<file path="config.mk">
export PLATFORM = sky130hd
export DESIGN_NAME = sram_like_arbiter
export DESIGN_NICKNAME = d
export VERILOG_FILES = /design/src/rtl/sram_like_arbiter_pkg.sv /design/src/rtl/sram_like_arbiter_rr_arb2.sv /design/src/rtl/sram_like_arbiter.sv
export SDC_FILE = /design/constraint.sdc
export NUM_CORES = 1
export LEC_CHECK = 0
export BUFFER_PORTS_ARGS = -buffer_cell sky130_fd_sc_hd__buf_2
export CAP_MARGIN = 30
export CORE_AREA = 2 2 119 121
export CTS_CLUSTER_DIAMETER = 60
export DETAILED_ROUTE_END_ITERATION = 8
export DIE_AREA = 0 0 121 123
export MAX_ROUTING_LAYER = met4
export PLACE_DENSITY = 0.54
export SYNTH_ARGS = -nofsm -noshare
export SYNTH_HDL_FRONTEND = slang
export SYNTH_SLANG_ARGS = --single-unit
</file>
<file path="constraint.sdc">
create_clock -name clk -period 3.4 [get_ports clk]
set_input_delay 0.68 -clock clk [delete_from_list [all_inputs] [get_ports clk]]
set_output_delay 0.68 -clock clk [all_outputs]
set_load 0.05 [all_outputs]
</file>
<file path="src/rtl/sram_like_arbiter_pkg.sv">
// Shared encodings for the two-to-one sram-like arbiter: FSM states,
// transaction owner and transfer size codes.
package sram_like_arbiter_pkg;

    typedef enum logic [1:0] {
        ST_IDLE = 2'b00,
        ST_ADDR = 2'b01,
        ST_DATA = 2'b11
    } state_t;

    typedef enum logic {
        OWN_INST = 1'b0,
        OWN_DATA = 1'b1
    } owner_t;

    localparam logic [1:0] SIZE_BYTE = 2'b00;
    localparam logic [1:0] SIZE_HALF = 2'b01;
    localparam logic [1:0] SIZE_WORD = 2'b10;

    // Bit positions inside the one-hot grant vector
    localparam int GNT_INST = 0;
    localparam int GNT_DATA = 1;

    function automatic owner_t grant_to_owner(input logic [1:0] grant);
        return grant[GNT_DATA] ? OWN_DATA : OWN_INST;
    endfunction

endpackage

</file>
<file path="src/rtl/sram_like_arbiter_rr_arb2.sv">
// Two-input round-robin grant: one-hot grant while grant_en is high,
// with the tie-break side flipping to the loser after every grant.
module sram_like_arbiter_rr_arb2
    import sram_like_arbiter_pkg::*;
(
    input  logic       clk,
    input  logic       resetn,
    input  logic [1:0] req,
    input  logic       grant_en,
    output logic [1:0] grant
);

    owner_t prio_r;

    // Grant selection: a lone request wins outright, a tie goes to prio_r
    always_comb begin
        grant = 2'b00;
        if (!grant_en) begin
            grant = 2'b00;
        end else if (req == 2'b11) begin
            grant = (prio_r == OWN_DATA) ? 2'b10 : 2'b01;
        end else begin
            grant = req;
        end
    end

    // Tie-break flop; after reset the data side wins the first tie
    always_ff @(posedge clk) begin
        if (!resetn) begin
            prio_r <= OWN_DATA;
        end else if (grant_en && (req != 2'b00)) begin
            prio_r <= grant[GNT_INST] ? OWN_DATA : OWN_INST;
        end else begin
            prio_r <= prio_r;
        end
    end

endmodule

</file>
<file path="src/rtl/sram_like_arbiter.sv">
// Shares one sram-like slave port between the instruction-fetch and
// data requesters, one outstanding transaction at a time.
module sram_like_arbiter
    import sram_like_arbiter_pkg::*;
#(
    parameter int ADDR_W = 32,
    parameter int DATA_W = 32
) (
    input  logic              clk,
    input  logic              resetn,
    input  logic              i_req,
    input  logic              i_wr,
    input  logic [1:0]        i_size,
    input  logic [ADDR_W-1:0] i_addr,
    input  logic [DATA_W-1:0] i_wdata,
    output logic              i_addr_ok,
    output logic              i_data_ok,
    output logic [DATA_W-1:0] i_rdata,
    input  logic              d_req,
    input  logic              d_wr,
    input  logic [1:0]        d_size,
    input  logic [ADDR_W-1:0] d_addr,
    input  logic [DATA_W-1:0] d_wdata,
    output logic              d_addr_ok,
    output logic              d_data_ok,
    output logic [DATA_W-1:0] d_rdata,
    output logic              req,
    output logic              wr,
    output logic [1:0]        size,
    output logic [ADDR_W-1:0] addr,
    output logic [DATA_W-1:0] wdata,
    input  logic              addr_ok,
    input  logic              data_ok,
    input  logic [DATA_W-1:0] rdata
);

    state_t     state_r;
    state_t     state_next_s;
    owner_t     owner_r;
    owner_t     owner_next_s;
    logic       any_req_s;
    logic       grant_en_s;
    logic [1:0] grant_s;

    assign any_req_s  = i_req | d_req;
    // Arbitrate in IDLE and on the closing data_ok so back-to-back requests see no bubble
    assign grant_en_s = (state_r == ST_IDLE) || ((state_r == ST_DATA) && data_ok);

    sram_like_arbiter_rr_arb2 u_rr_arb2 (
        .clk      (clk),
        .resetn   (resetn),
        .req      ({d_req, i_req}),
        .grant_en (grant_en_s),
        .grant    (grant_s)
    );

    // State and owner registers
    always_ff @(posedge clk) begin
        if (!resetn) begin
            state_r <= ST_IDLE;
            owner_r <= OWN_INST;
        end else begin
            state_r <= state_next_s;
            owner_r <= owner_next_s;
        end
    end

    // Next-state logic; data_ok is ignored while waiting for addr_ok
    always_comb begin
        state_next_s = state_r;
        owner_next_s = owner_r;
        case (state_r)
            ST_IDLE: begin
                if (any_req_s) begin
                    state_next_s = ST_ADDR;
                    owner_next_s = grant_to_owner(grant_s);
                end else begin
                    state_next_s = ST_IDLE;
                end
            end
            ST_ADDR: begin
                if (addr_ok) begin
                    state_next_s = ST_DATA;
                end else begin
                    state_next_s = ST_ADDR;
                end
            end
            ST_DATA: begin
                if (data_ok && any_req_s) begin
                    state_next_s = ST_ADDR;
                    owner_next_s = grant_to_owner(grant_s);
                end else if (data_ok) begin
                    state_next_s = ST_IDLE;
                end else begin
                    state_next_s = ST_DATA;
                end
            end
            default: begin
                state_next_s = ST_IDLE;
                owner_next_s = OWN_INST;
            end
        endcase
    end

    // Request mux towards the slave and handshake demux back to the owner
    always_comb begin
        req       = 1'b0;
        wr        = 1'b0;
        size      = SIZE_BYTE;
        addr      = {ADDR_W{1'b0}};
        wdata     = {DATA_W{1'b0}};
        i_addr_ok = 1'b0;
        i_data_ok = 1'b0;
        d_addr_ok = 1'b0;
        d_data_ok = 1'b0;
        case (state_r)
            ST_ADDR: begin
                req = 1'b1;
                if (owner_r == OWN_DATA) begin
                    wr        = d_wr;
                    size      = d_size;
                    addr      = d_addr;
                    wdata     = d_wdata;
                    d_addr_ok = addr_ok;
                end else begin
                    wr        = i_wr;
                    size      = i_size;
                    addr      = i_addr;
                    wdata     = i_wdata;
                    i_addr_ok = addr_ok;
                end
            end
            ST_DATA: begin
                if (owner_r == OWN_DATA) begin
                    d_data_ok = data_ok;
                end else begin
                    i_data_ok = data_ok;
                end
            end
            default: begin
                req = 1'b0;
            end
        endcase
    end

    assign i_rdata = rdata;
    assign d_rdata = rdata;

endmodule

</file>
# Word level (Yosys, flattened, before mapping)
# Cells that the tools add are included.
word_totals:
  elab_cells: 47
  reg_bits: 4
  inputBits: 172
op_classes:
  bitwise: 2
  mux: 30
  n_reduce_logical: 7
  n_eq_ne: 5
op_table:
  columns: ["cell", "n"]
  rows:
  - ["$mux 32", 4]
  - ["$mux 1", 16]
  - ["$mux 2", 8]
  - ["$pmux 2 s3", 1]
  - ["$eq 2x2->1 const B", 2]
  - ["$logic_and 1x1->1", 3]
  - ["$pmux 1 s3", 1]
  - ["$reduce_and 3->1", 1]
  - ["$eq 2x1->1 const B", 1]
  - ["$logic_not 2->1", 1]
  - ["$ne 2x1->1 const B", 1]
  - ["$ne 2x2->1 const B", 1]
  - ["$reduce_bool 2->1", 1]
  - ["$logic_or 1x1->1", 1]
  - ["$not 1->1", 1]
  - ["$or 1x1->1", 1]

# Depth between registers and ports, before layout
depth:
  ltp_word: 7
  ltp_mapped: 6
  mapped_depth_nobuf: 6

# Hierarchy
# A second synthesis with hierarchy kept.
unflattened:
  cells_unflattened: 251
  hier_area_um2: 1903.1
modules_own_cells:
  columns: ["mod", "area_each_um2", "cells_each", "seq_area_each_um2", "n_inst"]
  rows:
  - ["sram_like_arbiter", 1846.8, 243, 60.1, 1]
  - ["sram_like_arbiter_rr_arb2", 56.3, 8, 20.0, 1]

# Least setup slack after synthesis
# OpenSTA, ideal clock, no wires.
synth_path:
  kind: "register to output"
  start: "register state_r[1]"
  end: "output addr[23]"
  arrival_time_ps: 2050
  required_ps: 2720
  path_buffers: 2
  path_stages_with_launch: 6
  path_slack_ps: 670
  cell_sequence: "dfxtp_1 inv_1 ha_1 buf_2 clkbuf_1 nor2b_1"
synth_via:
  elab_chain_cells: 2
synth_rtl:
  columns: ["item", "line", "rtl"]
  rows:
  - ["start, declared", "sram_like_arbiter.sv:37", "state_t state_r;"]
  - ["start signal, assigned", "sram_like_arbiter.sv:63", "state_r <= state_next_s;"]
  - ["$eq 2x1->1", "sram_like_arbiter.sv:116", "case (state_r)"]
  - ["$mux 32", "sram_like_arbiter.sv:116", null]
  - ["end, declared", "sram_like_arbiter.sv:30", "output logic [ADDR_W-1:0] addr,"]
# No other way between the ends.

# Final worst setup path
layout_path:
  start: "register state_r[1]"
  end: "output wdata[5]"
layout_via:
  elab_chain_cells: 2
layout_rtl:
  columns: ["item", "line", "rtl"]
  rows:
  - ["$eq 2x1->1", "sram_like_arbiter.sv:116", null]
  - ["$mux 32", "sram_like_arbiter.sv:116", null]
  - ["end, declared", "sram_like_arbiter.sv:31", "output logic [DATA_W-1:0] wdata,"]
# No other way between the ends.

==> qor.json <==
{
  "worst_skew_pair.late_latency": {"value": 0.22, "unit": "ns"},
  "pin_count": {"value": 308},
  "finalInstanceArea": {"value": 2750, "unit": "um2"},
  "final_nets": {"value": 563},
  "initial_core_util": {"value": 0.146},
  "timing.slew.headroom": {"value": 0.624},
  "postCtsHoldBufs": {"value": 0},
  "r2r-end": {"value": "owner_r$_SDFFE_PN0P_"},
  "synth_top_family_by_area": {"value": "multiplexers"},
  "maxSlewViolCount": {"value": 0},
  "gp_congestion": {"value": 0.729},
  "critical_path_peak_fanout": {"value": 41},
  "placed_area": {"value": 2680, "unit": "um2"},
  "clk_root_buf": {"value": "sky130_fd_sc_hd__clkbuf_16"},
  "grt_use_total": {"value": 0.0688},
  "timing.max_cap.violations": {"value": 0},
  "leakage_power_summed_over_all_cells": {"value": 1.40, "unit": "nW"},
  "ant_nets": {"value": 0},
  "finalHoldWorstSlack": {"value": 0.545, "unit": "ns"},
  "die_h": {"value": 123, "unit": "um"},
  "final_cell_mix": {"value": "sky130_fd_sc_hd__buf_2, sky130_fd_sc_hd__mux2i_1, sky130_fd_sc_hd__nor2b_1"},
  "antennaDiodeCount": {"value": 0},
  "actual_slew_at_the_worst_max_slew_pin": {"value": 0.564, "unit": "ns"},
  "async_reset_ff_frac": {"value": 0},
  "detailedPlacementHpwl": {"value": 5010, "unit": "um"},
  "synth-xor-area-share": {"value": 0},
  "mappedNetlistArea": {"value": 1990, "unit": "um2"},
  "synth_compound_area_frac": {"value": 0.0246},
  "clkTransAtPathRegs": {"value": 0.03, "unit": "ns"},
  "timing.critical_path.required": {"value": 2.72, "unit": "ns"},
  "holdPathEnd": {"value": "u_rr_arb2.prio_r$_SDFFE_PN1P_"},
  "report.final.hold_viol_count": {"value": 0},
  "first_global_vias": {"value": 1775},
  "grt_remaining_overflow": {"value": 0},
  "critical_path.reg2reg.startpoint": {"value": "state_r[1]$_SDFF_PN0_"},
  "synth_adder_area_share": {"value": 0.0252},
  "cellInternalPower": {"value": 0.433, "unit": "mW"},
  "cts_htree_levels": {"value": 1},
  "hold_class": {"value": "reg2reg"},
  "sequential_cell_area_fraction_in_the_yosys_report": {"value": 0.0403},
  "finalClockSkew": {"value": 0.000353, "unit": "ns"},
  "total_switching_power": {"value": 0.501, "unit": "mW"},
  "seq_power_share": {"value": 0.077},
  "floorplan.rows": {"value": 43},
  "vdd_drop_max": {"value": 0.182, "unit": "mV"},
  "port_buf_inserts": {"value": 211},
  "synth-seq-cells": {"value": 4},
  "worst_setup_path_start_kind": {"value": "flip-flop"},
  "critical_path_arrival": {"value": 2.01, "unit": "ns"},
  "routed-via-count": {"value": 1997},
  "post_cts_resized": {"value": 0},
  "clock_network_fraction_of_design_power": {"value": 0.203},
  "netSwitchingFraction": {"value": 0.537},
  "synth-edff-count": {"value": 0},
  "grt_start_max_net_pins": {"value": 42},
  "detailedRoute.firstPassIterationCount": {"value": 4},
  "ff2ff_setup_slack": {"value": 1.73, "unit": "ns"},
  "drcViolationCount": {"value": 0},
  "drt-initial-drc-count": {"value": 16},
  "cts_tree": {"value": "done"},
  "synth_mux_area_frac": {"value": 0.338},
  "achievable-frequency": {"value": 371, "unit": "MHz"},
  "dieWidth": {"value": 121, "unit": "um"},
  "min_period_over_period": {"value": 0.792},
  "ys.flop_type": {"value": "sky130_fd_sc_hd__dfxtp_1"},
  "pwr-share-comb": {"value": 0.720},
  "avgSynthCellArea": {"value": 7.97, "unit": "um2"},
  "layout_commonest_cell": {"value": "sky130_fd_sc_hd__buf_2"},
  "power_density": {"value": 339, "unit": "nW/um2"},
  "wl_per_cell": {"value": 10.6, "unit": "um"},
  "synth_simple_gate_area_share": {"value": 0.251},
  "outcome": {"value": "finished, final reports clean"},
  "cts-root-to-sink-buffers": {"value": 2},
  "totalNegativeSetupSlack": {"value": 0, "unit": "ns"},
  "post_synth_num_cell_types": {"value": 21},
  "timing.hold.worst_path_depth": {"value": 2},
  "crit_path_end_kind": {"value": "output pin"},
  "timing.reg2reg.worst_path_depth": {"value": 5},
  "synthesis.nets": {"value": 425},
  "cts_buffers": {"value": 3},
  "yosysWarningCount": {"value": 0},
  "die_area": {"value": 14900, "unit": "um2"},
  "post_drt_via_cell_ratio": {"value": 3.53},
  "finalSetupViolCount": {"value": 0},
  "floorplan.core_area": {"value": 13600, "unit": "um2"},
  "period_minus_slack": {"value": 2.69, "unit": "ns"},
  "cts.sink_count": {"value": 4},
  "wire_length_of_the_first_global_routing_pass": {"value": 8160, "unit": "um"},
  "syn_inst": {"value": 249},
  "grt_antenna_before_repair": {"value": 0},
  "crit_type": {"value": "reg2out"},
  "rsz0062_at_grt": {"value": "false"},
  "final_layout_size_suffix_gt1_frac": {"value": 0.567},
  "worst_hold_launch": {"value": "u_rr_arb2.prio_r$_SDFFE_PN1P_"},
  "routed_wirelength": {"value": 6000, "unit": "um"},
  "synthToLayoutAreaGrowth": {"value": 38.7, "unit": "%"},
  "post_cts.repair.setup_buffers": {"value": 0}
}
==> power groups by stage <==
stage          sequential (mW)  clock (mW)  combinational (mW)
2_1_floorplan           0.0554           0               0.730
3_3_place_gp            0.0736           0               0.678
3_5_place_dp            0.0737           0               0.679
4_1_cts                 0.0730       0.193               0.679
5_1_grt                 0.0745       0.196               0.716
6_report                0.0722       0.190               0.673
==> cells in the mapped netlist (all sizes together), types with 2 or more instances <==
cell | instances | area [um2]
nand2b | 3 | 18.8
nand2 | 2 | 7.51
nor2 | 6 | 22.5
a21oi | 5 | 28.8
ha | 4 | 50.1
inv | 3 | 11.3
and3 | 3 | 18.8
buf | 74 | 603
dfxtp | 4 | 80.1
mux2i | 67 | 671
clkbuf | 6 | 22.5
nor2b | 67 | 419
==> per-stage QoR <==
stage	power, mW	std cells	worst slack (ns)	utilization
after floorplan	0.786	249	0.670	-
after global placement	0.752	562	0.948	0.197
after detailed placement	0.752	562	0.896	0.197
after CTS	0.945	566	0.660	0.202
after global routing	0.987	566	0.499	0.202
final	0.934	566	0.707	0.202
==> worst max-delay path, cell delays in order, from the launching register on <==
cell and delay [ns]:
sky130_fd_sc_hd__dfxtp_1 0.31, sky130_fd_sc_hd__inv_1 0.08, sky130_fd_sc_hd__ha_2 0.51, sky130_fd_sc_hd__buf_4 0.42, sky130_fd_sc_hd__nor2b_1 0.18, sky130_fd_sc_hd__buf_2 0.27
==> worst max-delay path by stage <==
stage | start | end | slack (ns) | depth (start not counted)
2_1_floorplan | state_r[1]$_SDFF_PN0_ | addr[23] | 0.67 | 5
3_3_place_gp | state_r[1]$_SDFF_PN0_ | addr[0] | 0.95 | 5
3_5_place_dp | state_r[1]$_SDFF_PN0_ | wdata[21] | 0.90 | 5
4_1_cts | state_r[1]$_SDFF_PN0_ | wdata[21] | 0.66 | 5
5_1_grt | state_r[1]$_SDFF_PN0_ | wdata[24] | 0.50 | 5
6_report | state_r[1]$_SDFF_PN0_ | wdata[5] | 0.71 | 5
==> flip-flops by register name (all words and copies together), names as in the netlist <==
name	flops
state_r	2
owner_r	1
u_rr_arb2.prio_r	1
==> cells by family (layout without fill, tap and decap cells) <==
logic type               Yosys count  count (layout)
buffers and inverters             83             220
AND/OR/NAND/NOR                   83              83
adder cells (fa/ha/maj)            4               4
multiplexers                      67              67
flip-flops                         4               4
AO/OA/AOI/OAI                      8               8
==> routing by layer <==
layer / wire length (um) / global-route usage / vias up / part of all wire
met1: 2140 / 0.0698 / 832 / 0.36
met2: 3000 / 0.127 / 110 / 0.50
li1: - / - / 1027 / -
met3: 696 / 0.0166 / 28 / 0.12
met5: 0 / - / - / 0
met4: 163 / 0.0283 / 0 / 0.027
==> final cells by class <==
class	instances	area, um2
Tap cell	180	225
Fill cell	1567	10900
Sequential cell	4	83.8
Clock buffer	4	78.8
Timing Repair Buffer	213	1080
Inverter	3	11.3
Multi-Input combinational cell	162	1270
(Power assumes the default switching activity.)
